`config.mk`:
```
export PLATFORM = sky130hd
export DESIGN_NAME = multicycle_cpu
export DESIGN_NICKNAME = d
export VERILOG_FILES = /design/src/rtl/multicycle_cpu.sv
export SDC_FILE = /design/constraint.sdc
export NUM_CORES = 1
export LEC_CHECK = 0
export CAP_MARGIN = 20
export CORE_ASPECT_RATIO = 1.5
export CORE_MARGIN = 10
export CORE_UTILIZATION = 45
export DETAILED_ROUTE_END_ITERATION = 8
export GPL_ROUTABILITY_DRIVEN = 0
export PLACE_DENSITY_LB_ADDON = 0.05
export SLEW_MARGIN = 20
export SYNTH_ARGS = -nofsm -noshare
export SYNTH_HDL_FRONTEND = slang
export SYNTH_SLANG_ARGS = --single-unit
```
`constraint.sdc`:
```
create_clock -name clock -period 4.39 [get_ports clock]
set_input_delay 0.878 -clock clock [delete_from_list [all_inputs] [get_ports clock]]
set_output_delay 0.878 -clock clock [all_outputs]
set_load 0.02 [all_outputs]
```
`src/rtl/multicycle_cpu.sv`:
```
// multicycle_cpu: multi-cycle core for the 16-bit ISA, instruction/data memories behind req/ack handshakes.
// Optional ILLEGAL_TRAP_EN: opcodes B..E halt the core with trap=1 instead of executing as NOP.
module multicycle_cpu #(
   parameter int              DATA_W   = 16,
   parameter int              PC_W     = 16,
   parameter logic [PC_W-1:0] RESET_PC = {PC_W{1'b0}}
) (
   input  logic              clock,
   input  logic              clr,
   output logic              imem_req,
   output logic [PC_W-1:0]   imem_addr,
   input  logic [15:0]       imem_rdata,
   input  logic              imem_ack,
   output logic              dmem_req,
   output logic              dmem_we,
   output logic [DATA_W-1:0] dmem_addr,
   output logic [DATA_W-1:0] dmem_wdata,
   input  logic [DATA_W-1:0] dmem_rdata,
   input  logic              dmem_ack,
   output logic [PC_W-1:0]   pc,
   output logic              halted,
   output logic              trap
);

   typedef enum logic [2:0] {
      S_FETCH  = 3'd0,
      S_DECODE = 3'd1,
      S_EXEC   = 3'd2,
      S_MEM    = 3'd3,
      S_WB     = 3'd4,
      S_HALTED = 3'd5
   } state_t;

   localparam logic [3:0] OP_ADD  = 4'h0;
   localparam logic [3:0] OP_SUB  = 4'h1;
   localparam logic [3:0] OP_AND  = 4'h2;
   localparam logic [3:0] OP_OR   = 4'h3;
   localparam logic [3:0] OP_SLT  = 4'h4;
   localparam logic [3:0] OP_ADDI = 4'h5;
   localparam logic [3:0] OP_LW   = 4'h6;
   localparam logic [3:0] OP_SW   = 4'h7;
   localparam logic [3:0] OP_BEQ  = 4'h8;
   localparam logic [3:0] OP_BNE  = 4'h9;
   localparam logic [3:0] OP_J    = 4'hA;
   localparam logic [3:0] OP_HALT = 4'hF;

   localparam logic [PC_W-1:0] PC_ONE = {{(PC_W-1){1'b0}}, 1'b1};

   state_t            state_r, next_s;
   logic [PC_W-1:0]   pc_r, pc_next_s, pc_inc_s, br6_s, br12_s;
   logic [15:0]       ir_r;
   logic [DATA_W-1:0] rf_r [8];
   logic [DATA_W-1:0] a_r, b_r, res_r, alu_s, imm6_s;
   logic [DATA_W-1:0] dmem_addr_r, dmem_wdata_r;
   logic              imem_req_r, dmem_req_r, dmem_we_r, halted_r;
   logic              imem_done_s, dmem_done_s, slt_s;
   logic [3:0]        opcode_s;
   logic [2:0]        rs_s, rt_s, rd_s, wdest_s;

   assign opcode_s = ir_r[15:12];
   assign rs_s     = ir_r[11:9];
   assign rt_s     = ir_r[8:6];
   assign rd_s     = ir_r[5:3];
   assign imm6_s   = {{(DATA_W-6){ir_r[5]}}, ir_r[5:0]};
   assign br6_s    = {{(PC_W-6){ir_r[5]}}, ir_r[5:0]};
   assign br12_s   = {{(PC_W-12){ir_r[11]}}, ir_r[11:0]};
   assign pc_inc_s = pc_r + PC_ONE;
   assign slt_s    = $signed(a_r) < $signed(b_r);

   // An ack only counts while our own request is up; stale acks are dropped here.
   assign imem_done_s = (state_r == S_FETCH) && imem_req_r && imem_ack;
   assign dmem_done_s = (state_r == S_MEM) && dmem_req_r && dmem_ack;

   // ALU: arithmetic/logic result, also the effective address for loads and stores
   always_comb begin
      alu_s = {DATA_W{1'b0}};
      case (opcode_s)
         OP_ADD:                 alu_s = a_r + b_r;
         OP_SUB:                 alu_s = a_r - b_r;
         OP_AND:                 alu_s = a_r & b_r;
         OP_OR:                  alu_s = a_r | b_r;
         OP_SLT:                 alu_s = {{(DATA_W-1){1'b0}}, slt_s};
         OP_ADDI, OP_LW, OP_SW:  alu_s = a_r + imm6_s;
         default:                alu_s = {DATA_W{1'b0}};
      endcase
   end

   // Writeback destination: I-type results land in rt, R-type in rd
   always_comb begin
      wdest_s = rd_s;
      if ((opcode_s == OP_ADDI) || (opcode_s == OP_LW)) begin
         wdest_s = rt_s;
      end else begin
         wdest_s = rd_s;
      end
   end

   // Next-state and next-PC logic
   always_comb begin
      next_s    = state_r;
      pc_next_s = pc_r;
      case (state_r)
         S_FETCH: begin
            if (imem_done_s) next_s = S_DECODE;
            else             next_s = S_FETCH;
         end
         S_DECODE: next_s = S_EXEC;
         S_EXEC: begin
            case (opcode_s)
               OP_ADD, OP_SUB, OP_AND, OP_OR, OP_SLT, OP_ADDI: next_s = S_WB;
               OP_LW, OP_SW: next_s = S_MEM;
               OP_BEQ: begin
                  next_s    = S_FETCH;
                  pc_next_s = (a_r == b_r) ? (pc_inc_s + br6_s) : pc_inc_s;
               end
               OP_BNE: begin
                  next_s    = S_FETCH;
                  pc_next_s = (a_r != b_r) ? (pc_inc_s + br6_s) : pc_inc_s;
               end
               OP_J: begin
                  next_s    = S_FETCH;
                  pc_next_s = pc_inc_s + br12_s;
               end
               OP_HALT: next_s = S_HALTED;
               default: begin
`ifdef ILLEGAL_TRAP_EN
                  next_s = S_HALTED;
`else
                  next_s    = S_FETCH;
                  pc_next_s = pc_inc_s;
`endif
               end
            endcase
         end
         S_MEM: begin
            if (dmem_done_s) begin
               if (opcode_s == OP_LW) begin
                  next_s = S_WB;
               end else begin
                  next_s    = S_FETCH;
                  pc_next_s = pc_inc_s;
               end
            end else begin
               next_s = S_MEM;
            end
         end
         S_WB: begin
            next_s    = S_FETCH;
            pc_next_s = pc_inc_s;
         end
         S_HALTED: next_s = S_HALTED;
         default:  next_s = S_FETCH;
      endcase
   end

   // Control registers: state, PC, IR and the registered bus handshake outputs
   always_ff @(posedge clock or negedge clr) begin
      if (!clr) begin
         state_r      <= S_FETCH;
         pc_r         <= RESET_PC;
         ir_r         <= 16'h0000;
         imem_req_r   <= 1'b0;
         dmem_req_r   <= 1'b0;
         dmem_we_r    <= 1'b0;
         dmem_addr_r  <= {DATA_W{1'b0}};
         dmem_wdata_r <= {DATA_W{1'b0}};
         halted_r     <= 1'b0;
      end else begin
         state_r    <= next_s;
         pc_r       <= pc_next_s;
         imem_req_r <= (next_s == S_FETCH);
         dmem_req_r <= (next_s == S_MEM);
         halted_r   <= (next_s == S_HALTED);
         if (imem_done_s) begin
            ir_r <= imem_rdata;
         end
         // Address, data and direction are captured once and held for the whole access
         if ((state_r == S_EXEC) && (next_s == S_MEM)) begin
            dmem_addr_r  <= alu_s;
            dmem_wdata_r <= b_r;
            dmem_we_r    <= (opcode_s == OP_SW);
         end else if (next_s != S_MEM) begin
            dmem_we_r <= 1'b0;
         end
      end
   end

   // Datapath registers: register file, operand latches and result latch
   always_ff @(posedge clock or negedge clr) begin
      if (!clr) begin
         for (int i = 0; i < 8; i++) begin
            rf_r[i] <= {DATA_W{1'b0}};
         end
         a_r   <= {DATA_W{1'b0}};
         b_r   <= {DATA_W{1'b0}};
         res_r <= {DATA_W{1'b0}};
      end else begin
         if (state_r == S_DECODE) begin
            a_r <= rf_r[rs_s];
            b_r <= rf_r[rt_s];
         end
         if (state_r == S_EXEC) begin
            res_r <= alu_s;
         end else if (dmem_done_s) begin
            res_r <= dmem_rdata;
         end
         // R0 is never written, so it always reads as zero
         if ((state_r == S_WB) && (wdest_s != 3'd0)) begin
            rf_r[wdest_s] <= res_r;
         end
      end
   end

`ifdef ILLEGAL_TRAP_EN
   logic trap_r;

   // Trap flag: the only way into HALTED other than HALT is an illegal opcode
   always_ff @(posedge clock or negedge clr) begin
      if (!clr) begin
         trap_r <= 1'b0;
      end else begin
         trap_r <= (next_s == S_HALTED) && (opcode_s != OP_HALT);
      end
   end

   assign trap = trap_r;
`else
   assign trap = 1'b0;
`endif

   assign imem_req   = imem_req_r;
   assign imem_addr  = pc_r;
   assign dmem_req   = dmem_req_r;
   assign dmem_we    = dmem_we_r;
   assign dmem_addr  = dmem_addr_r;
   assign dmem_wdata = dmem_wdata_r;
   assign pc         = pc_r;
   assign halted     = halted_r;

endmodule
```
==> run summary, run 1 <==
The flow ran to the end, and the final reports show no timing, DRC or antenna violations. The total clock buffers created by CTS came out at 27. The area of all placed cells without fillers is 18,000 µm². The total nets after synthesis came out at 1,555.

On the worst path, the slowest cell contributes a delay of 0.58 ns. Setup violations remaining at the end of the flow were counted as 0. Summed over all nets, the switching power comes to 7.16 mW. The largest net degree at the start of global routing is 104.

In the final timing run, aggregate negative setup slack is 0 ns. The average size of a mapped cell is 11.1 µm². Combinational logic is responsible for 58.2% of the overall power. The netlist area before placement came out at 15,700 µm². The final critical-path share of the clock period came out at 88.7%. The internal power consumption came out at 8.55 mW. The number of H-tree levels is 1.

The number of max-slew violations in the final report came out at 0. Data on the critical path arrives at its endpoint at 4.32 ns. The number of violations of the max-capacitance limit came out at 0.

The worst voltage drop across the vdd grid came out at 0.415 mV. The number of design rule violations left after detail routing came out at 0. The worst path setup slack after routing came out at 0.497 ns. The part of the power in the clock network is 14.9%. The number of stages on the worst hold path came out at 0. The total wire length came out at 45.1 mm. The first detailed-routing pass ran for 5 iterations.

The share of the Yosys chip area taken by registers is 39.3%. Once placement finished, the instance area stood at 17,100 µm². The worst hold path belongs to the class flop to flop. In this run the standard cell core region covers 34,400 µm². The initial antenna violation count came to 1.

The sequential power share is 26.9%. The vertical extent of the die came out at 249 µm. The area added between synthesis and finish is 14.3%. The total of fill cells in the finished design came out at 3,123. The number of distinct library cells after synthesis is 88. The number of instances in the synthesized netlist is 1,423. The clock-pin slew on the worst setup and hold paths is 0.07 ns. The number of warnings printed during yosys synthesis came out at 0.

The via count of the first global-routing pass came out at 11,600. The worst reg2reg path depth came out at 14. Net switching is 45.6% of the power. The fraction of registers with async set/reset came out at 100%. The average wire length per cell after detail routing came out at 22.9 µm. The total count of hold-check failures in the final report is 0. The die covers 43,000 µm². The number of clock sinks came out at 247.

For this run, the post-layout net count is 1,610. The synthesized design contains 0 enable-type register cells. The first-iteration detailed-routing DRC count came out at 818. The total overflow left after global routing is 0.

The shortest period the worst path allows came out at 3.89 ns. The biggest fanout along the worst timing path is 7. The critical path goes through ha_1 > nand2_1 > nor3_1 > nand3_1 > xnor2_1 > ha_1 > nand4_1 > a21oi_1 > a221oi_1 > o21bai_1 > a21oi_1 > o21a_1 > xnor2_1 > o221ai_1. Cells with a size suffix above 1 make up 19.3% of the layout. The overall power after layout came out at 15.7 mW. The transition time at the pin with the least slew margin is 1.09 ns. The worst setup timing slack at the placement stage is 0.600 ns. The power density of the placed cells is 873 nW/µm². The clock insertion delay at the later pin of the skew report is 0.56 ns. The worst slew slack as a fraction of its limit came out at 26.9%. After clock tree synthesis, the setup repair step added 0 buffers. The first global-routing pass estimated 70.4 mm of wire.

The leakage power of the design is 8.09 nW. After synthesis the netlist holds a flip-flop and latch count of 247. The top achievable clock speed came out at 0.257 GHz.

The die boundary width came out at 173 µm. The global-route usage over all layers came out at 20.6%. Leaving out fill and tap cells, the most frequent cell in the layout is sky130_fd_sc_hd__dfrtp_1.

The per-cell via count in the routed design came out at 5.73. The total number of placement rows is 83. After legalization and detailed placement, the total HPWL measured 32.3 mm. STA classifies the critical path startpoint as a flop. TritonCTS built the clock tree.

The setup path with the least slack is of type flop to flop. Hold is met by 0.395 ns. Counting along the longest clock path gives a buffer depth of 3. The cell sitting at the root of the clock tree is a sky130_fd_sc_hd__clkbuf_16.

The routed via count is 11,300. The nature of the critical path endpoint is a flop. In the layout the commonest cells are 245 x sky130_fd_sc_hd__dfrtp_1, 102 x sky130_fd_sc_hd__clkdlybuf4s50_1, 96 x sky130_fd_sc_hd__nand2_1. Setup repair after global routing left no endpoint under its margin.

On the final layout, the worst clock skew is 0.0211 ns. For the worst setup path, the data required time is 4.81 ns. The initial cell density of the core is 45.8%. The number of port buffers came out at 103. In this run, post-CTS repair resized a total of 0 instances.

The quantity of hold-fixing buffers added after cts is 0. The top-level port count is 105. The slowest stage of the critical path belongs to the cell sky130_fd_sc_hd__nor3_1. The number of nets with antenna violations after routing came out at 0. The commonest register cell after synthesis is sky130_fd_sc_hd__dfrtp_1.
-- metrics by stage --
| stage | util [%] | instances |
|---|---|---|
| after global routing | 52.3 | 1966 |
| after detailed placement | 49.7 | 1916 |
| after CTS | 52.3 | 1965 |
| after global placement | 49.7 | 1916 |
| after floorplan | - | 1423 |
| final | 52.3 | 1966 |
-- worst max-delay path: cells and delay by family, from the launching register on --
family | cells | cell delay (ns)
xor+xnor | 2 | 0.45
simple gates | 4 | 1.01
fa+ha+maj | 2 | 0.64
compound gates | 6 | 1.21
flops | 1 | 0.47
-- worst paths after layout --
kind	startpoint	end	slack, ns
max	imem_addr[0]	imem_addr[15]	0.50
min in group asynchronous	clr	imem_addr[9]	0.40
max in group asynchronous	clr	rf_r[36]	3.02
max reg2reg	imem_addr[0]	imem_addr[15]	0.50
min	rf_r[117]	rf_r[117]	0.39
min reg2reg	rf_r[117]	rf_r[117]	0.39
-- routing by layer --
| layer | share of wire, % | wire length, µm | vias to the layer above | track usage, % |
|---|---|---|---|---|
| li1 | - | - | 5274 | - |
| met1 | 43 | 19600 | 5692 | 26.4 |
| met2 | 51 | 22800 | 246 | 35.8 |
| met3 | 3.9 | 1760 | 54 | 2.50 |
| met4 | 2.2 | 986 | 0 | 5.64 |
| met5 | 0 | 0 | - | 0 |
-- synth_stat cells, types with 9 or more instances --
master	instances	area, µm²
sky130_fd_sc_hd__a21o_1	25	188
sky130_fd_sc_hd__a21oi_1	91	455
sky130_fd_sc_hd__a221oi_1	9	78.8
sky130_fd_sc_hd__a22oi_1	16	120
sky130_fd_sc_hd__a31oi_1	9	56.3
sky130_fd_sc_hd__buf_2	17	85.1
sky130_fd_sc_hd__buf_4	21	158
sky130_fd_sc_hd__clkbuf_1	57	214
sky130_fd_sc_hd__dfrtp_1	247	6180
sky130_fd_sc_hd__ha_1	93	1160
sky130_fd_sc_hd__inv_1	62	233
sky130_fd_sc_hd__mux2_1	22	248
sky130_fd_sc_hd__mux2_2	89	1000
sky130_fd_sc_hd__mux2_4	20	300
sky130_fd_sc_hd__mux2i_1	34	340
sky130_fd_sc_hd__mux4_2	64	1440
sky130_fd_sc_hd__nand2_1	96	360
sky130_fd_sc_hd__nand2b_1	9	56.3
sky130_fd_sc_hd__nand3_1	25	125
sky130_fd_sc_hd__nor2_1	79	297
sky130_fd_sc_hd__nor2b_1	10	62.6
sky130_fd_sc_hd__nor3_1	27	135
sky130_fd_sc_hd__o211ai_1	9	67.6
sky130_fd_sc_hd__o21ai_0	78	390
sky130_fd_sc_hd__xnor2_1	49	429
sky130_fd_sc_hd__xor2_1	15	131
-- cell type report --
class	instances	area (µm²)	share of cell area, %
tap	467	584	3.25
clock inverter	16	184	1.02
clock buffer	33	718	3.99
antenna	1	2.50	0.0139
timing repair buffer	130	1260	7.03
sequential	247	6180	34.4
inverter	62	233	1.29
multi-input combinational	1010	8810	49.0
-- cells by family (layout without fill, tap and decap cells) --
group | count (synthesis) | after routing | share of synthesized area [%]
flip-flops | 247 | 247 | 39.3
other | 1 | 2 | 0.0238
XOR/XNOR | 65 | 65 | 3.67
AO/OA/AOI/OAI | 310 | 310 | 12.7
adder cells (fa/ha/maj) | 96 | 96 | 7.78
multiplexers | 232 | 232 | 21.5
AND/OR/NAND/NOR | 306 | 306 | 10.1
buffers and inverters | 166 | 241 | 4.93
-- sequential cells by signal (all words and copies together) (netlist names) --
| signal | count |
|---|---|
| rf_r | 128 |
| a_r | 16 |
| b_r | 16 |
| dmem_addr | 16 |
| dmem_wdata | 16 |
| imem_addr | 16 |
| ir_r | 16 |
| res_r | 16 |
| state_r | 3 |
| dmem_req | 1 |
| dmem_we | 1 |
| halted | 1 |
| imem_req | 1 |
-- power by group through the flow --
stage	registers (mW)	logic, mW	clock network [mW]
floorplan	3.97	6.68	0
global placement	4.20	9.03	0
detailed placement	4.25	9.09	0
CTS	4.22	9.15	2.41
global route	4.37	9.99	2.50
finish	4.22	9.14	2.34
Power figures use the tool's default switching activity.
==> run 2: changes to the inputs <==
- clock period: 4.39 -> 3.9 ns (I/O delays scaled with it)
==> run summary, run 2 (synthesis gave the netlist of run 1 again) <==
The total clock buffers created by CTS was 27 (unchanged). The type of the worst setup path is flop to flop. The data required time of the worst path is 4.32 ns (-0.49 ns). The final core utilization came out at 52.7% (+0.37 points). The clock insertion delay at the later pin of the skew report is 0.56 ns (about the same). The power density of the placed cells is 985 nW/µm² (+13%). Setup repair after global routing left no endpoint under its margin. The final critical-path share of the clock period came out at 91.4% (+2.7 points).

The count of buffers added by post-CTS timing repair for setup is 0 (unchanged). The number of nets in the finished design is 1,630 (+1.2%). The worst slew slack as a fraction of its limit came out at 31.4% (+4.5 points). The number of nets with antenna violations after routing was 0 (unchanged). The wire length of the first global-routing pass is 71.2 mm (+1.2%). STA classifies the critical path endpoint as a flop. The vertical extent of the die is 249 µm (unchanged). The number of port buffers came out at 103 (unchanged). The top-level port count is 105 (unchanged). The setup TNS after final layout is 0 ns (unchanged). The data arrival time of the worst path is 3.98 ns (-0.34 ns). The number of design rule violations left after detail routing came out at 0 (unchanged). The routed via count came to 11,400 (+1.2%). The quantity of hold-fixing buffers added after cts came to 0 (unchanged). The core footprint came to 34,400 µm² (unchanged). The total of fill cells in the finished design was 3,108 (-0.48%). The number of max-slew violations in the final report is 0 (unchanged). The largest net degree at the start of global routing is 94 (-9.6%). The number of resized instances in the post-cts repair step is 0 (unchanged).

The first-iteration detailed-routing DRC count is 719 (-12%). The total count of hold-check failures in the final report came out at 0 (unchanged). The area of all placed cells without fillers was 18,100 µm² (+0.72%). The leakage power of the design came to 8.18 nW (+1.1%). The average wire length per cell after detail routing came to 22.7 µm (-0.94%). The via count of the first global-routing pass came out at 11,800 (+1.7%). The tree is rooted in a sky130_fd_sc_hd__clkbuf_16. The cell area reported after detailed placement is 17,200 µm² (+0.88%). The clock skew is 0.0191 ns (-0.00197 ns).

The global-route congestion overflow total is 0 (unchanged). The global-route usage over all layers is 20.8% (+0.19 points). The library cells used most frequently in the layout, excluding fill and tap cells, are 245 x sky130_fd_sc_hd__dfrtp_1, 102 x sky130_fd_sc_hd__clkdlybuf4s50_1, 96 x sky130_fd_sc_hd__nand2_1. The transition time at the pin with the least slew margin was 1.02 ns (-0.0680 ns). The area enclosed by the die boundary came to 43,000 µm² (unchanged).

The flip-flop count of the largest register after layout is 128 (unchanged). The worst reg2reg path depth came out at 15 (+1). The area added between synthesis and finish came out at 15.1%.

The startpoint identified for the worst register-to-register timing path is ir_r[14]. The number of H-tree levels came out at 1 (unchanged). The initial antenna violation count came out at 1 (unchanged). In this run the worst setup path begins at ir_r[14].

The clock-pin slew on the worst setup and hold paths is 0.06 ns (about the same). The initial cell density of the core came to 45.8% (unchanged). The per-cell via count in the routed design came to 5.75 (+0.40%). The top achievable clock speed came out at 0.281 GHz (+9.3%).

The final count of negative-setup-slack endpoints came out at 0 (unchanged). The number of violations of the max-capacitance limit came out at 0 (unchanged). The total number of placement rows is 83 (unchanged). TritonCTS built the clock tree. The placed wire-length estimate is 32.8 mm (+1.5%). The worst voltage drop across the vdd grid was 0.447 mV (+7.7%). The buffer depth of the longest clock path is 3 (unchanged). The register name with the most flops is rf_r. The length of the first detailed-routing pass in iterations came to 5 (unchanged). The internal reg-to-reg setup slack came to 0.34 ns (-0.16 ns). In this run the critical register-to-register path is captured at dmem_addr[12].

Leaving out fill and tap cells, the most frequent cell in the layout is sky130_fd_sc_hd__dfrtp_1. The nature of the critical path startpoint is a flop. The die boundary width came out at 173 µm (unchanged). The fraction of final layout cells with drive strength greater than 1 came out at 20.2% (+0.87 points).

The path class of the tightest hold or removal check is input port to async pin. The number of clock sinks is 247 (unchanged). The shortest period the worst path allows came out at 3.56 ns (-0.331 ns). The overall power after layout is 17.8 mW (+14%). The biggest fanout along the worst timing path was 17 (+10). The run finished with clean final reports. The total wire length came out at 45.0 mm (-0.18%).
## run 2: cell count changes in the layout (fill, tap and decap cells not counted), sizes merged
cell,change
buf,+20
clkbuf,+3
clkinv,-7
clkinvlp,-1
## run 2: layout make-up
| class | instances | area (µm²) | area share (%) |
|---|---|---|---|
| clock inverter | 8 | 123 | 0.677 |
| inverter | 62 | 233 | 1.28 |
| multi-input combinational | 1010 | 8810 | 48.7 |
| antenna | 1 | 2.50 | 0.0138 |
| clock buffer | 36 | 759 | 4.19 |
| timing repair buffer | 150 | 1410 | 7.81 |
| sequential | 247 | 6180 | 34.1 |
| tap | 467 | 584 | 3.23 |
## run 2: worst max-delay path by stage
| stage | to | slack [ns] | depth (start not counted) |
|---|---|---|---|
| floorplan | dmem_addr[12] | 0.53 | 14 |
| finish | dmem_addr[12] | 0.34 | 15 |
| global placement | res_r[13] | 0.49 | 14 |
| detailed placement | res_r[12] | 0.38 | 15 |
| global route | imem_addr[15] | 0.03 | 15 |
| CTS | dmem_addr[12] | 0.36 | 15 |
## run 2: layer usage
layer	routed length (µm)	up-vias	global-route usage, %
met3	1820	64	2.18
met1	19800	5759	27.3
met2	22300	260	35.6
met4	1070	0	5.59
met5	0	-	0
li1	-	5314	-
## run 2: through the flow
stage / hold slack [ns] / instances / setup WS, ns
final: 0.267 / 1981 / 0.337
after detailed placement: 0.383 / 1936 / 0.378
after global routing: 0.331 / 1981 / 0.0322
after floorplan: 0.441 / 1423 / 0.530
after global placement: 0.376 / 1936 / 0.491
after CTS: 0.298 / 1980 / 0.356
## run 2: where the power goes
part           internal, mW  total [mW]  switching, mW
registers              3.53        4.59           1.06
logic                  4.70        10.6           5.94
clock network          1.55        2.61           1.06
## run 2: critical path, cell delays in order, from the launching register on
cell and delay (ns):
sky130_fd_sc_hd__dfrtp_1 0.37, sky130_fd_sc_hd__nor2b_1 0.14, sky130_fd_sc_hd__o21ai_1 0.12, sky130_fd_sc_hd__buf_4 0.26
sky130_fd_sc_hd__nor2_1 0.08, sky130_fd_sc_hd__buf_4 0.18, sky130_fd_sc_hd__a21o_1 0.16, sky130_fd_sc_hd__ha_1 0.34
sky130_fd_sc_hd__nand4_1 0.11, sky130_fd_sc_hd__a21oi_1 0.21, sky130_fd_sc_hd__nor3_1 0.11, sky130_fd_sc_hd__o41ai_1 0.52
sky130_fd_sc_hd__xnor2_1 0.18, sky130_fd_sc_hd__o221ai_1 0.15, sky130_fd_sc_hd__nor3_1 0.35, sky130_fd_sc_hd__o21ai_0 0.13
